File: config.mk
export PLATFORM = sky130hd
export DESIGN_NAME = acia_tx_serializer
export DESIGN_NICKNAME = d
export VERILOG_FILES = /design/src/rtl/acia_pkg.sv /design/src/rtl/acia_bit_timer.sv /design/src/rtl/acia_tx_serializer.sv
export SDC_FILE = /design/constraint.sdc
export NUM_CORES = 1
export LEC_CHECK = 0
export ABC_AREA = 0
export CORE_MARGIN = 2
export CORE_UTILIZATION = 54
export DETAILED_ROUTE_END_ITERATION = 10
export PLACE_DENSITY = 0.8
export SYNTH_ARGS = -nofsm -noshare
export SYNTH_HDL_FRONTEND = slang
export SYNTH_SLANG_ARGS = --single-unit
export TNS_END_PERCENT = 100
File: constraint.sdc
create_clock -name i_clock -period 3.9 [get_ports i_clock]
set_input_delay 0.78 -clock i_clock [delete_from_list [all_inputs] [get_ports i_clock]]
set_output_delay 0.78 -clock i_clock [all_outputs]
set_load 0.02 [all_outputs]
File: src/rtl/acia_pkg.sv
// rtl/acia_pkg.sv - shared types and frame-format helpers for the ACIA transmitter
// Purpose: tx state encoding, parity / transmitter-control codes, frame config
//          record, word-length and stop-length decoders.
package acia_pkg;

   localparam int TICK_W = 8;

   typedef enum logic [2:0] {
      TX_IDLE,
      TX_START,
      TX_DATA,
      TX_PARITY,
      TX_STOP,
      TX_BREAK
   } tx_state_t;

   localparam logic [1:0] PAR_ODD   = 2'b00;
   localparam logic [1:0] PAR_EVEN  = 2'b01;
   localparam logic [1:0] PAR_MARK  = 2'b10;
   localparam logic [1:0] PAR_SPACE = 2'b11;

   localparam logic [1:0] TXC_OFF = 2'b00;
   localparam logic [1:0] TXC_IRQ = 2'b01;
   localparam logic [1:0] TXC_ON  = 2'b10;
   localparam logic [1:0] TXC_BRK = 2'b11;

   // Per-character format, frozen when the byte enters the shift register.
   typedef struct packed {
      logic [3:0]        wlen;
      logic              par_en;
      logic [TICK_W-1:0] stop_ticks;
   } tx_cfg_t;

   // ctrl[6:5]: 00=8, 01=7, 10=6, 11=5 data bits.
   function automatic logic [3:0] wordlen(input logic [1:0] wl_sel);
      return 4'd8 - {2'b00, wl_sel};
   endfunction

   // Stop length in baud ticks; ctrl[7] asks for two stop bits except for
   // 5N (1.5 bits) and 8-bit-with-parity (1 bit).
   function automatic logic [TICK_W-1:0] stop_ticks(input logic [7:0] ctrl,
                                                    input logic [7:0] cmd,
                                                    input int         oversample);
      logic [3:0] wl;
      int         t;
      wl = wordlen(ctrl[6:5]);
      if (!ctrl[7])
         t = oversample;
      else if (wl == 4'd5 && !cmd[5])
         t = oversample * 3 / 2;
      else if (wl == 4'd8 && cmd[5])
         t = oversample;
      else
         t = 2 * oversample;
      return t[TICK_W-1:0];
   endfunction

endpackage

File: src/rtl/acia_bit_timer.sv
// rtl/acia_bit_timer.sv - baud-tick counter that marks the end of each serial bit
// Purpose: counts i_baud_tick; o_bit_end pulses on the i_target-th tick.
// Ports: i_clock, i_reset (async, high), i_restart (hold count at 0),
//        i_baud_tick, i_target (ticks per bit), o_bit_end (one-clock pulse).
module acia_bit_timer
   import acia_pkg::*;
(
   input  logic              i_clock,
   input  logic              i_reset,
   input  logic              i_restart,
   input  logic              i_baud_tick,
   input  logic [TICK_W-1:0] i_target,
   output logic              o_bit_end
);

   logic [TICK_W-1:0] r_count;
   logic              w_last;

   assign w_last    = (r_count == i_target - TICK_W'(1));
   assign o_bit_end = i_baud_tick & w_last & ~i_restart;

   // Wrapping on bit_end lets the next bit start at zero without a restart.
   always_ff @(posedge i_clock or posedge i_reset) begin
      if (i_reset)
         r_count <= '0;
      else if (i_restart || o_bit_end)
         r_count <= '0;
      else if (i_baud_tick)
         r_count <= r_count + TICK_W'(1);
   end

endmodule

File: src/rtl/acia_tx_serializer.sv
// rtl/acia_tx_serializer.sv - 6551-style ACIA transmit holding/shift register and framer
// Purpose: holds one byte, shifts it out as start/data/parity/stop on o_txd.
// Ports: i_clock, i_reset (async, high), i_baud_tick (OVERSAMPLE x baud),
//        i_tx_data/i_tx_load (holding register write), i_ctrl/i_cmd (6551 regs),
//        i_cts_n (clear to send, low), o_txd, o_rts_n, o_tdre, o_tx_busy, o_tx_done.
module acia_tx_serializer
   import acia_pkg::*;
#(
   parameter int OVERSAMPLE = 16
)
(
   input  logic       i_clock,
   input  logic       i_reset,
   input  logic       i_baud_tick,
   input  logic [7:0] i_tx_data,
   input  logic       i_tx_load,
   input  logic [7:0] i_ctrl,
   input  logic [7:0] i_cmd,
   input  logic       i_cts_n,
   output logic       o_txd,
   output logic       o_rts_n,
   output logic       o_tdre,
   output logic       o_tx_busy,
   output logic       o_tx_done
);

   localparam logic [TICK_W-1:0] BIT_TICKS = TICK_W'(OVERSAMPLE);

   tx_state_t         r_state;
   tx_state_t         w_next;
   logic [7:0]        r_hold;
   logic [7:0]        r_shift;
   logic              r_tdre;
   tx_cfg_t           r_cfg;
   logic              r_par_bit;
   logic [2:0]        r_bitcnt;
   logic              r_tx_done;

   logic [1:0]        w_txc;
   logic              w_xfer;
   logic              w_take;
   logic              w_bit_end;
   logic              w_stop_end;
   logic              w_last_data;
   logic [TICK_W-1:0] w_target;
   logic [3:0]        w_new_wlen;
   logic [7:0]        w_mask;
   logic              w_xor;
   logic              w_par_bit;
   logic              w_unused;

   assign w_txc       = i_cmd[3:2];
   assign w_xfer      = ~r_tdre & ((w_txc == TXC_IRQ) | (w_txc == TXC_ON)) & ~i_cts_n;
   assign w_stop_end  = (r_state == TX_STOP) & w_bit_end;
   // A new character may start from IDLE or straight out of the last stop bit.
   assign w_take      = w_xfer & ((r_state == TX_IDLE) | w_stop_end);
   assign w_last_data = ({1'b0, r_bitcnt} == (r_cfg.wlen - 4'd1));
   assign w_target    = (r_state == TX_STOP) ? r_cfg.stop_ticks : BIT_TICKS;
   assign w_unused    = ^{i_ctrl[4:0], i_cmd[4], i_cmd[1:0]};

   acia_bit_timer u_bit_timer (
      .i_clock     (i_clock),
      .i_reset     (i_reset),
      .i_restart   ((r_state == TX_IDLE) || (r_state == TX_BREAK)),
      .i_baud_tick (i_baud_tick),
      .i_target    (w_target),
      .o_bit_end   (w_bit_end)
   );

   // Parity is taken from the held byte at transfer, masked to the word length.
   assign w_new_wlen = wordlen(i_ctrl[6:5]);
   assign w_mask     = 8'hFF >> (4'd8 - w_new_wlen);
   assign w_xor      = ^(r_hold & w_mask);

   always_comb begin
      w_par_bit = 1'b0;
      case (i_cmd[7:6])
         PAR_ODD:   w_par_bit = ~w_xor;
         PAR_EVEN:  w_par_bit = w_xor;
         PAR_MARK:  w_par_bit = 1'b1;
         PAR_SPACE: w_par_bit = 1'b0;
         default:   w_par_bit = 1'b0;
      endcase
   end

   always_ff @(posedge i_clock or posedge i_reset) begin
      if (i_reset)
         r_state <= TX_IDLE;
      else
         r_state <= w_next;
   end

   always_comb begin
      w_next = r_state;
      case (r_state)
         TX_IDLE: begin
            if (w_txc == TXC_BRK)
               w_next = TX_BREAK;
            else if (w_xfer)
               w_next = TX_START;
         end
         TX_START:  if (w_bit_end) w_next = TX_DATA;
         TX_DATA: begin
            if (w_bit_end && w_last_data)
               w_next = r_cfg.par_en ? TX_PARITY : TX_STOP;
         end
         TX_PARITY: if (w_bit_end) w_next = TX_STOP;
         TX_STOP:   if (w_bit_end) w_next = w_xfer ? TX_START : TX_IDLE;
         TX_BREAK:  if (w_txc != TXC_BRK) w_next = TX_IDLE;
         default:   w_next = TX_IDLE;
      endcase
   end

   always_comb begin
      o_txd     = 1'b1;
      o_tx_busy = 1'b0;
      case (r_state)
         TX_START:  begin o_txd = 1'b0;       o_tx_busy = 1'b1; end
         TX_DATA:   begin o_txd = r_shift[0]; o_tx_busy = 1'b1; end
         TX_PARITY: begin o_txd = r_par_bit;  o_tx_busy = 1'b1; end
         TX_STOP:   begin o_txd = 1'b1;       o_tx_busy = 1'b1; end
         TX_BREAK:  o_txd = 1'b0;
         default:   o_txd = 1'b1;
      endcase
   end

   always_ff @(posedge i_clock or posedge i_reset) begin
      if (i_reset) begin
         r_hold    <= '0;
         r_shift   <= '0;
         r_tdre    <= 1'b1;
         r_cfg     <= '0;
         r_par_bit <= 1'b0;
         r_bitcnt  <= '0;
         r_tx_done <= 1'b0;
      end else begin
         r_tx_done <= w_stop_end;
         if (i_tx_load)
            r_hold <= i_tx_data;
         // A load on the transfer edge refills the holding register, so tdre stays low.
         if (i_tx_load)
            r_tdre <= 1'b0;
         else if (w_take)
            r_tdre <= 1'b1;
         if (w_take) begin
            r_shift   <= r_hold;
            r_cfg     <= '{wlen:       w_new_wlen,
                           par_en:     i_cmd[5],
                           stop_ticks: stop_ticks(i_ctrl, i_cmd, OVERSAMPLE)};
            r_par_bit <= w_par_bit;
            r_bitcnt  <= '0;
         end else if (r_state == TX_DATA && w_bit_end) begin
            r_shift  <= {1'b0, r_shift[7:1]};
            r_bitcnt <= r_bitcnt + 3'd1;
         end
      end
   end

   assign o_rts_n   = i_reset | (w_txc == TXC_OFF);
   assign o_tdre    = r_tdre;
   assign o_tx_done = r_tx_done;

endmodule
; ---- Word-level counts from Yosys, hierarchy flattened
; Cells that the tools add are included.
[word_totals]
register_bits = 46
latchBits = 0
ramBits = 0
romBits = 0
word_cells = 96
memories = 0
[classes]
addsub = 6
multipliers = 0
n_div = 0
magnitude_cmp = 0
eq_ne = 22
shift = 1
mux = 25
n_bitwise = 14
reduce_logical = 17
[op_table]
columns = cell, n
row1 = 2-to-1 mux 8 bit, 5
row2 = 2-to-1 mux 3 bit, 10
row3 = 2-to-1 mux 6 bit, 3
row4 = one-hot mux 3 bit (6 select lines), 1
row5 = "adder 8 x 1 -> 8 bit, second input constant", 1
row6 = bitwise AND 8 bit, 1
row7 = "== test 2 bit, second input constant", 4
row8 = == test 8 bit, 1
row9 = "inequality test 2 x 1 -> 1 bit, second input constant", 4
row10 = parity 8 bit, 1
row11 = ">> shifter 8 x 4 -> 8 bit, first input constant", 1
row12 = "subtractor 8 x 1 -> 8 bit, second input constant", 1
row13 = bitwise AND 1 bit, 6
row14 = "== test 3 x 2 -> 1 bit, second input constant", 2
row15 = "== test 3 bit, second input constant", 2
row16 = AND reduction 6 bit, 1
row17 = nonzero test 2 bit, 3
row18 = "== test 2 x 1 -> 1 bit, second input constant", 2
row19 = == test 3 x 4 -> 1 bit, 1
row20 = "== test 4 x 3 -> 1 bit, second input constant", 1
row21 = "== test 4 bit, second input constant", 1
row22 = logical AND 1 bit, 4
row23 = zero test 2 bit, 2
row24 = 2-to-1 mux 1 bit, 4
row25 = 16 further kinds, 23

; ---- Logic depth before layout (Yosys ltp)
; Gate-level depths: netlist of run 1.
[logic_depth]
word_depth = 11
mapped_depth = 12
depth_no_buf = 10

; ---- Hierarchy
; Synthesis of run 1 repeated with hierarchy kept, for this count alone.
[hier_totals]
hier_cells = 247
hier_area_um2 = 2464.9
[by_module_without_submodules]
columns = mod, n_inst, cells_per_inst, area_per_inst_um2
row1 = acia_tx_serializer, 1, 175, 1765.4
row2 = acia_bit_timer, 1, 72, 699.4

; ---- Worst setup path before layout of run 1
; No wires, ideal clock.
[synth_timing]
path_type = reg-to-reg
startpoint = reg r_state[2]
endpoint = reg r_cfg[3] (netlist name)
arrival_time_ns = 2.813
required_time_ns = 3.835
setup_slack_ns = 1.022
path_stages_with_launch = 13
path_buffers = 2
path_cell_list = dfrtp_1 -> nor4bb_1 -> inv_1 -> ha_1 -> ha_1 -> xor2_1 -> nand4_1 -> or4_1 -> buf_4 -> a21oi_4 -> buf_6 -> nand4b_1 -> nand2_1
[synth_via]
elab_chain_cells = 9
[synth_lines]
columns = item, line_no
row1 = start: declaration, acia_tx_serializer.sv:29  ; tx_state_t r_state;
row2 = start signal: assignment, acia_tx_serializer.sv:90  ; r_state <= w_next;
row3 = == test 3 bit, "acia_tx_serializer.sv:54, acia_tx_serializer.sv:58"
row4 = 2-to-1 mux 8 bit, acia_tx_serializer.sv:58  ; assign w_target = (r_state == TX_STOP) ? r_cfg.stop_ticks : BIT_TICKS;
row5 = subtractor 8 x 1 -> 8 bit, acia_bit_timer.sv:19  ; assign w_last = (r_count == i_target - TICK_W'(1));
row6 = == test 8 bit, acia_bit_timer.sv:19
row7 = bitwise AND 1 bit (2 in a row), acia_bit_timer.sv:20  ; assign o_bit_end = i_baud_tick & w_last & ~i_restart;
row8 = bitwise AND 1 bit, acia_tx_serializer.sv:54  ; assign w_stop_end = (r_state == TX_STOP) & w_bit_end;
row9 = bitwise OR 1 bit (*), acia_tx_serializer.sv:56  ; assign w_take = w_xfer & ((r_state == TX_IDLE) | w_stop_end);
row10 = bitwise AND 1 bit (*), acia_tx_serializer.sv:56
row11 = end signal: assignment, acia_tx_serializer.sv:147  ; r_cfg <= '{wlen: w_new_wlen,
row12 = end: declaration, acia_tx_serializer.sv:34  ; tx_cfg_t r_cfg;
; Every way passes the cells marked *; elsewhere a longest branch is shown, timed or not.
; A chain may end at the register's enable or synchronous reset.

; ---- Final worst setup path of run 1
[layout_timing]
startpoint = reg r_state[1]
endpoint = reg r_shift[7]
[layout_via]
elab_chain_cells = 10
[layout_lines]
columns = item, line_no
row1 = == test 3 bit, "acia_tx_serializer.sv:54, acia_tx_serializer.sv:58"
row2 = 2-to-1 mux 8 bit, acia_tx_serializer.sv:58
row3 = subtractor 8 x 1 -> 8 bit, acia_bit_timer.sv:19
row4 = == test 8 bit, acia_bit_timer.sv:19
row5 = bitwise AND 1 bit (2 in a row), acia_bit_timer.sv:20
row6 = bitwise AND 1 bit, acia_tx_serializer.sv:54
row7 = bitwise OR 1 bit, acia_tx_serializer.sv:56
row8 = bitwise AND 1 bit, acia_tx_serializer.sv:56
row9 = 2-to-1 mux 8 bit or nonzero test 2 bit (tied branches), --
row10 = end signal: assignment, acia_tx_serializer.sv:146  ; r_shift <= r_hold;
row11 = end signal: assignment, acia_tx_serializer.sv:153  ; r_shift <= {1'b0, r_shift[7:1]};
row12 = end: declaration, acia_tx_serializer.sv:32  ; logic [7:0] r_shift;
; Parallel ways exist; a longest one is shown, timed or not.

==> flow_metrics.tcl, run 1 <==
set metrics [dict create \
    status "finished, final reports clean" \
    synthCells 232 \
    worstMarginPinSlew_ns 0.653 \
    place.gp.congestion 0.750 \
    first_iter_violations 138 \
    vdd_ir_drop_max_mv 0.255 \
    multiInputGateArea_um2 1140 \
    synthArstFlopShare 1.00 \
    place_ws_ns 0.392 \
    cts.sinks 41 \
    ctsHoldBuffers 0 \
    cts_tree "done" \
    cts_max_path_buffers 2 \
    cts_setup_buffers 0 \
    synth_ff_type "dfrtp_1" \
    antenna_found_initial 0 \
    grt_overflow 0 \
    cts_buffers 5 \
    reg2reg_depth 10 \
    arrival_ns 3.61 \
    final.setup.tns_ns 0 \
    crit-reg2reg-launch "r_state[1]" \
    finalWorstSetupSlack_ns 0.437 \
    synthesis.area_um2 2260 \
    mostFrequentLayoutCells "dfrtp_1 (40), nand2_1 (33), clkdlybuf4s50_1 (25)" \
    synth.area.top_cells "dfrtp_1 (44%), ha_1 (5.5%), nand2_1 (5.5%)" \
    cp_data_required_time_ns 4.05 \
    synth_edf_count 0 \
    ant_nets 0 \
    filler_cell_count 334 \
    grt_pass1_wl_um 7490 \
    grt_max_degree 42 \
    layout_min_cycle_time_ns 3.46 \
    synth.largest_area_cell "dfrtp_1" \
    r2r_end "r_shift[7]" \
    cts_root_buf "clkbuf_8" \
    drc 0 \
    place_hpwl_um 3100 \
    hold_path_class "reg2reg" \
    ys_warn_count 0 \
    hold_depth 2 \
    die_h_um 68.6 \
    r2r_slack_ns 0.44 \
    synth_seq_area_share 0.455 \
    max_freq_ghz 0.289 \
    die_w_um 68.6 \
    final_nets 299 \
    fin_area_um2 2680 \
    power_density_nw_per_um2 545 \
    initial_utilization 0.564 \
    areaGrowthSynthToFinish_pct 18.7 \
    clkLatencyLatePin_ns 0.29 \
    grt_pass1_vias 1696 \
    grt_usage 0.214 \
    avgSynthCellArea_um2 9.72 \
    setup_viol 0 \
    synth_top_area_share 0.444 \
    drive_gt1_frac 0.0920 \
    cap_violations 0 \
    post_cts_resize_count 0 \
    path_max_fanout 20 \
    io_buffers 25 \
    slew_violations 0 \
    wl_um 4290 \
    synth_nets 271 \
    fin_crit_sh 0.888 \
    p_leak_nw 1.19 \
    min_to "r_par_bit" \
    seqCellArea_um2 1030 \
    rsz0062_at_grt "no" \
    hold_viol_final 0 \
    num_antenna_cells 0 \
    worst_setup_path_end_kind "flop" \
    pin_count 34 \
    die-area_um2 4710 \
    hp-start "r_par_bit" \
    wl_per_cell_um 13.8 \
    synth.distinct_cells 40 \
    placed_cell_area_um2 2560 \
    rows 23 \
    via_per_inst 5.66 \
    critPathKind "reg2reg" \
    cp-start-kind "flop" \
    path_clk_slew_ns 0.08 \
    first_pass_iters 4 \
    final_common_cell "dfrtp_1" \
    max_slew_margin 0.561 \
    via_count 1760 \
    yosys_register_bits 41 \
    htree_levels 2 \
    core-area_um2 4000 \
    worst_clock_skew_ns 0.0102 \
]
Yosys cell counts, types with 2 or more instances:
cell type,number
dfrtp_1,40
nand2_1,33
nor2_1,23
xnor2_1,13
o21ai_0,12
inv_1,11
nand3_1,11
ha_1,10
xor2_1,10
a22oi_1,8
mux2_2,7
a21oi_1,6
clkbuf_1,5
nand2b_1,4
nand4_1,4
nor3b_1,3
buf_2,2
mux2i_1,2
nor2b_1,2
nor3_1,2
nor4bb_1,2
o211ai_1,2
or4_1,2
xnor3_1,2
report_power, final:
group	internal, mW	total (mW)	leakage (nW)	switching (mW)
Clock	0.208	0.352	0.0574	0.144
Sequential	0.547	0.654	0.518	0.107
Combinational	0.220	0.453	0.616	0.233
Total	0.975	1.46	1.19	0.484
layout make-up:
| cell class | instances | share of cell area |
|---|---|---|
| well taps | 50 | 0.0234 |
| clock buffers | 6 | 0.0308 |
| inverters | 11 | 0.0154 |
| flip-flops and latches | 41 | 0.383 |
| clock inverters | 2 | 0.0140 |
| multi-input cells | 171 | 0.426 |
| repair buffers | 30 | 0.107 |
worst max-delay path by stage:
stage | cells past startpoint | start | to
floorplan | 12 | r_state[2] | r_cfg[3]
global placement | 10 | r_state[1] | r_shift[7]
detailed placement | 10 | r_state[1] | r_shift[7]
CTS | 10 | r_state[1] | r_shift[7]
global route | 10 | r_state[1] | r_cfg[4]
finish | 10 | r_state[1] | r_shift[7]
sequential cells by signal, summed over array words and instances, names as in the netlist:
register,count
r_cfg,8
u_bit_timer.r_count,8
r_hold,8
o_tx_done,1
r_par_bit,1
r_state,3
o_tdre,1
r_shift,8
r_bitcnt,3
cells by family (layout without fill, tap and decap cells):
logic type | count (synthesis) | count (layout) | share of synthesized area
AND/OR/NAND/NOR | 92 | 92 | 0.196
flip-flops | 41 | 41 | 0.455
AO/OA/AOI/OAI | 35 | 35 | 0.100
XOR/XNOR | 25 | 25 | 0.109
buffers and inverters | 20 | 49 | 0.0394
adder cells (fa/ha/maj) | 10 | 10 | 0.0555
multiplexers | 9 | 9 | 0.0438
critical path, cell delays in order (launching register included):
cell      delay [ns]
dfrtp_1         0.50
nor4bb_1        0.48
inv_1           0.10
ha_1            0.22
ha_1            0.28
xor2_1          0.15
nand4_1         0.12
or4_1           0.73
a21o_1          0.47
nand3_1         0.17
o21ai_0         0.11
layer usage:
layer | vias up | part of all wire | track usage
li1 | 843 | - | -
met1 | 860 | 0.44 | 0.280
met2 | 51 | 0.50 | 0.353
met3 | 6 | 0.047 | 0.0471
met4 | 0 | 0.014 | 0.0675
met5 | - | 0 | 0
through the flow:
| stage | utilization | cells | hold WS, ns | power (mW) |
|---|---|---|---|---|
| finish | 0.670 | 311 | 0.487 | 1.46 |
| global route | 0.670 | 311 | 0.518 | 1.57 |
| CTS | 0.670 | 311 | 0.485 | 1.47 |
| detailed placement | 0.640 | 303 | 0.468 | 1.12 |
| global placement | 0.640 | 303 | 0.460 | 1.09 |
| floorplan | - | 232 | 0.445 | 0.968 |
(Power assumes the default switching activity.)
==> run 2: changes to the inputs <==
--- a/config.mk
+++ b/config.mk
@@ -7,10 +7,11 @@
 export LEC_CHECK = 0
 export ABC_AREA = 0
 export CORE_MARGIN = 2
-export CORE_UTILIZATION = 54
+export CORE_UTILIZATION = 55
 export DETAILED_ROUTE_END_ITERATION = 10
 export PLACE_DENSITY = 0.8
 export SYNTH_ARGS = -nofsm -noshare
 export SYNTH_HDL_FRONTEND = slang
+export SYNTH_HIERARCHICAL = 1
 export SYNTH_SLANG_ARGS = --single-unit
 export TNS_END_PERCENT = 100
==> flow_metrics.tcl, run 2 <==
set metrics [dict create \
    swShare 0.299 \
    mostFrequentLayoutCells "dfrtp_1 (40), nand2_1 (31), clkdlybuf4s50_1 (25)" \
    p_comb_frac 0.262 \
    setup_viol 0 \
    cts.sinks 41 \
    cts_buffers 5 \
    cts_setup_buffers 0 \
    final.setup.tns_ns 0 \
    post_cts_resize_count 0 \
    drc 0 \
    synth_top_area_share 0.406 \
    htree_levels 2 \
    yosys-top-cells-count "dfrtp_1 (40), nand2_1 (31), nor2_1 (16)" \
    vdd_ir_drop_max_mv 0.259 \
    pin_count 34 \
    synth.largest_area_cell "dfrtp_1" \
    cts_max_path_buffers 2 \
    rsz0062_at_grt "no" \
    synth_edf_count 0 \
    path_clk_slew_ns 0.08 \
    max_freq_ghz 0.291 \
    rows 24 \
    placed_cell_area_um2 2830 \
    worstMarginPinSlew_ns 0.620 \
    drive_gt1_frac 0.110 \
    place.gp.congestion 0.822 \
    fin_area_um2 2940 \
    die-area_um2 5030 \
    grt_pass1_vias 1845 \
    core-area_um2 4320 \
    die_h_um 70.9 \
    grt_max_degree 34 \
    utilization 0.681 \
    hold_viol_final 0 \
    critPathKind "reg2reg" \
    die_w_um 70.9 \
    avgSynthCellArea_um2 9.98 \
    grt_usage 0.213 \
    num_antenna_cells 0 \
    path_max_fanout 13 \
    synthesis.area_um2 2460 \
    p_seq_frac 0.446 \
    antenna_found_initial 0 \
    io_buffers 25 \
    status "finished, final reports clean" \
    synthCells 247 \
    cp_data_required_time_ns 4.12 \
    whs_ns 0.473 \
    cap_violations 0 \
    arrival_ns 3.66 \
    wl_um 4770 \
    synth.distinct_cells 57 \
    internal-power_uw 842 \
    cp-start-kind "flop" \
    via_per_inst 5.51 \
    yosys_register_bits 41 \
    synth_ff_type "dfrtp_1" \
    yosysMostFrequentCell "dfrtp_1" \
    p_leak_nw 1.36 \
    fin_crit_sh 0.881 \
    ctsHoldBuffers 0 \
    synthArstFlopShare 1.00 \
    synth.area.top_cells "dfrtp_1 (41%), xnor2_1 (5.3%), nand2_1 (4.7%)" \
    final_common_cell "dfrtp_1" \
    max_slew_margin 0.585 \
    worst_setup_path_end_kind "flop" \
    switchingPower_uw 359 \
    grt_pass1_wl_um 8440 \
    via_count 1894 \
    cts_root_buf "clkbuf_8" \
    clkLatencyLatePin_ns 0.29 \
    synth_seq_area_share 0.417 \
    initial_utilization 0.570 \
    worst_clock_skew_ns 0.00878 \
    place_hpwl_um 3540 \
    clkPwrFrac 0.291 \
    ant_nets 0 \
    wl_per_cell_um 13.9 \
    cts_tree "done" \
    power_density_nw_per_um2 408 \
    hold_path_class "reg2reg" \
    final_nets 329 \
    first_iter_violations 147 \
    grt_overflow 0 \
    areaGrowthSynthToFinish_pct 19.4 \
    slew_violations 0 \
    layout_min_cycle_time_ns 3.44 \
    ys_warn_count 6 \
    first_pass_iters 4 \
]
run 2: path summary, 6_finish.rpt:
| kind | cells after the start | startpoint | slack (ns) | to |
|---|---|---|---|---|
| hold reg to reg | 2 | r_cfg[3] | 0.47 | r_cfg[3] |
| setup reg to reg | 10 | r_state[0] | 0.46 | r_shift[7] |
| min in group asynchronous | 2 | i_reset | 0.78 | u_bit_timer/r_count[6] |
| setup / recovery | 10 | r_state[0] | 0.46 | r_shift[7] |
| max in group asynchronous | 3 | i_reset | 2.65 | o_tdre |
| hold / removal | 2 | r_cfg[3] | 0.47 | r_cfg[3] |
run 2: layout make-up:
type,instances,area (um^2)
fill,364,1380
timing repair buffer,30,288
multi-input combinational,200,1400
tap,52,65.1
inverter,13,48.8
clock inverter,1,30.0
clock buffer,7,86.3
sequential,41,1030
run 2: per-layer routing:
metal  routed length (um)  share of wire  GRT usage  vias to the layer above
li1                     -              -          -                      941
met2                 2310           0.48      0.344                       37
met4                  105          0.022     0.0860                        0
met5                    0              0          0                        -
met1                 2160           0.45      0.277                      903
met3                  192          0.040     0.0513                       13
run 2: stage by stage:
step	total power, mW	setup WS, ns	instances
after global placement	0.842	0.590	336
after floorplan	0.774	1.05	265
final	1.20	0.464	344
after CTS	1.21	0.508	344
after global routing	1.28	0.0925	344
after detailed placement	0.855	0.549	336
run 2: kinds of logic (layout without fill, tap and decap cells):
group / count (synthesis) / after routing / share of synthesized area
and+or+nand+nor: 84 / 84 / 0.178
AOI/OAI and AO/OA: 50 / 50 / 0.160
adders and majority gates: 9 / 9 / 0.0457
xor gates and xnor gates: 28 / 28 / 0.111
other: 1 / 19 / 0.00152
muxes: 10 / 10 / 0.0447
DFF: 41 / 41 / 0.417
buffers and inverters: 24 / 51 / 0.0431
run 2: power groups by stage:
stage	logic (mW)	clock network, mW	registers [mW]
floorplan	0.246	0	0.529
global placement	0.302	0	0.540
detailed placement	0.313	0	0.542
CTS	0.315	0.360	0.534
global route	0.351	0.382	0.544
finish	0.315	0.350	0.536
run 2: critical path: stages, from the launching register on:
cell	delay [ns]
dfrtp_1	0.52
nor2_2	0.37
nand3b_1	0.26
nor4_4	0.33
a21oi_1	0.11
o22a_1	0.34
and4b_1	0.32
nand2b_1	0.18
and3_1	0.25
nor2_1	0.47
a22o_1	0.21
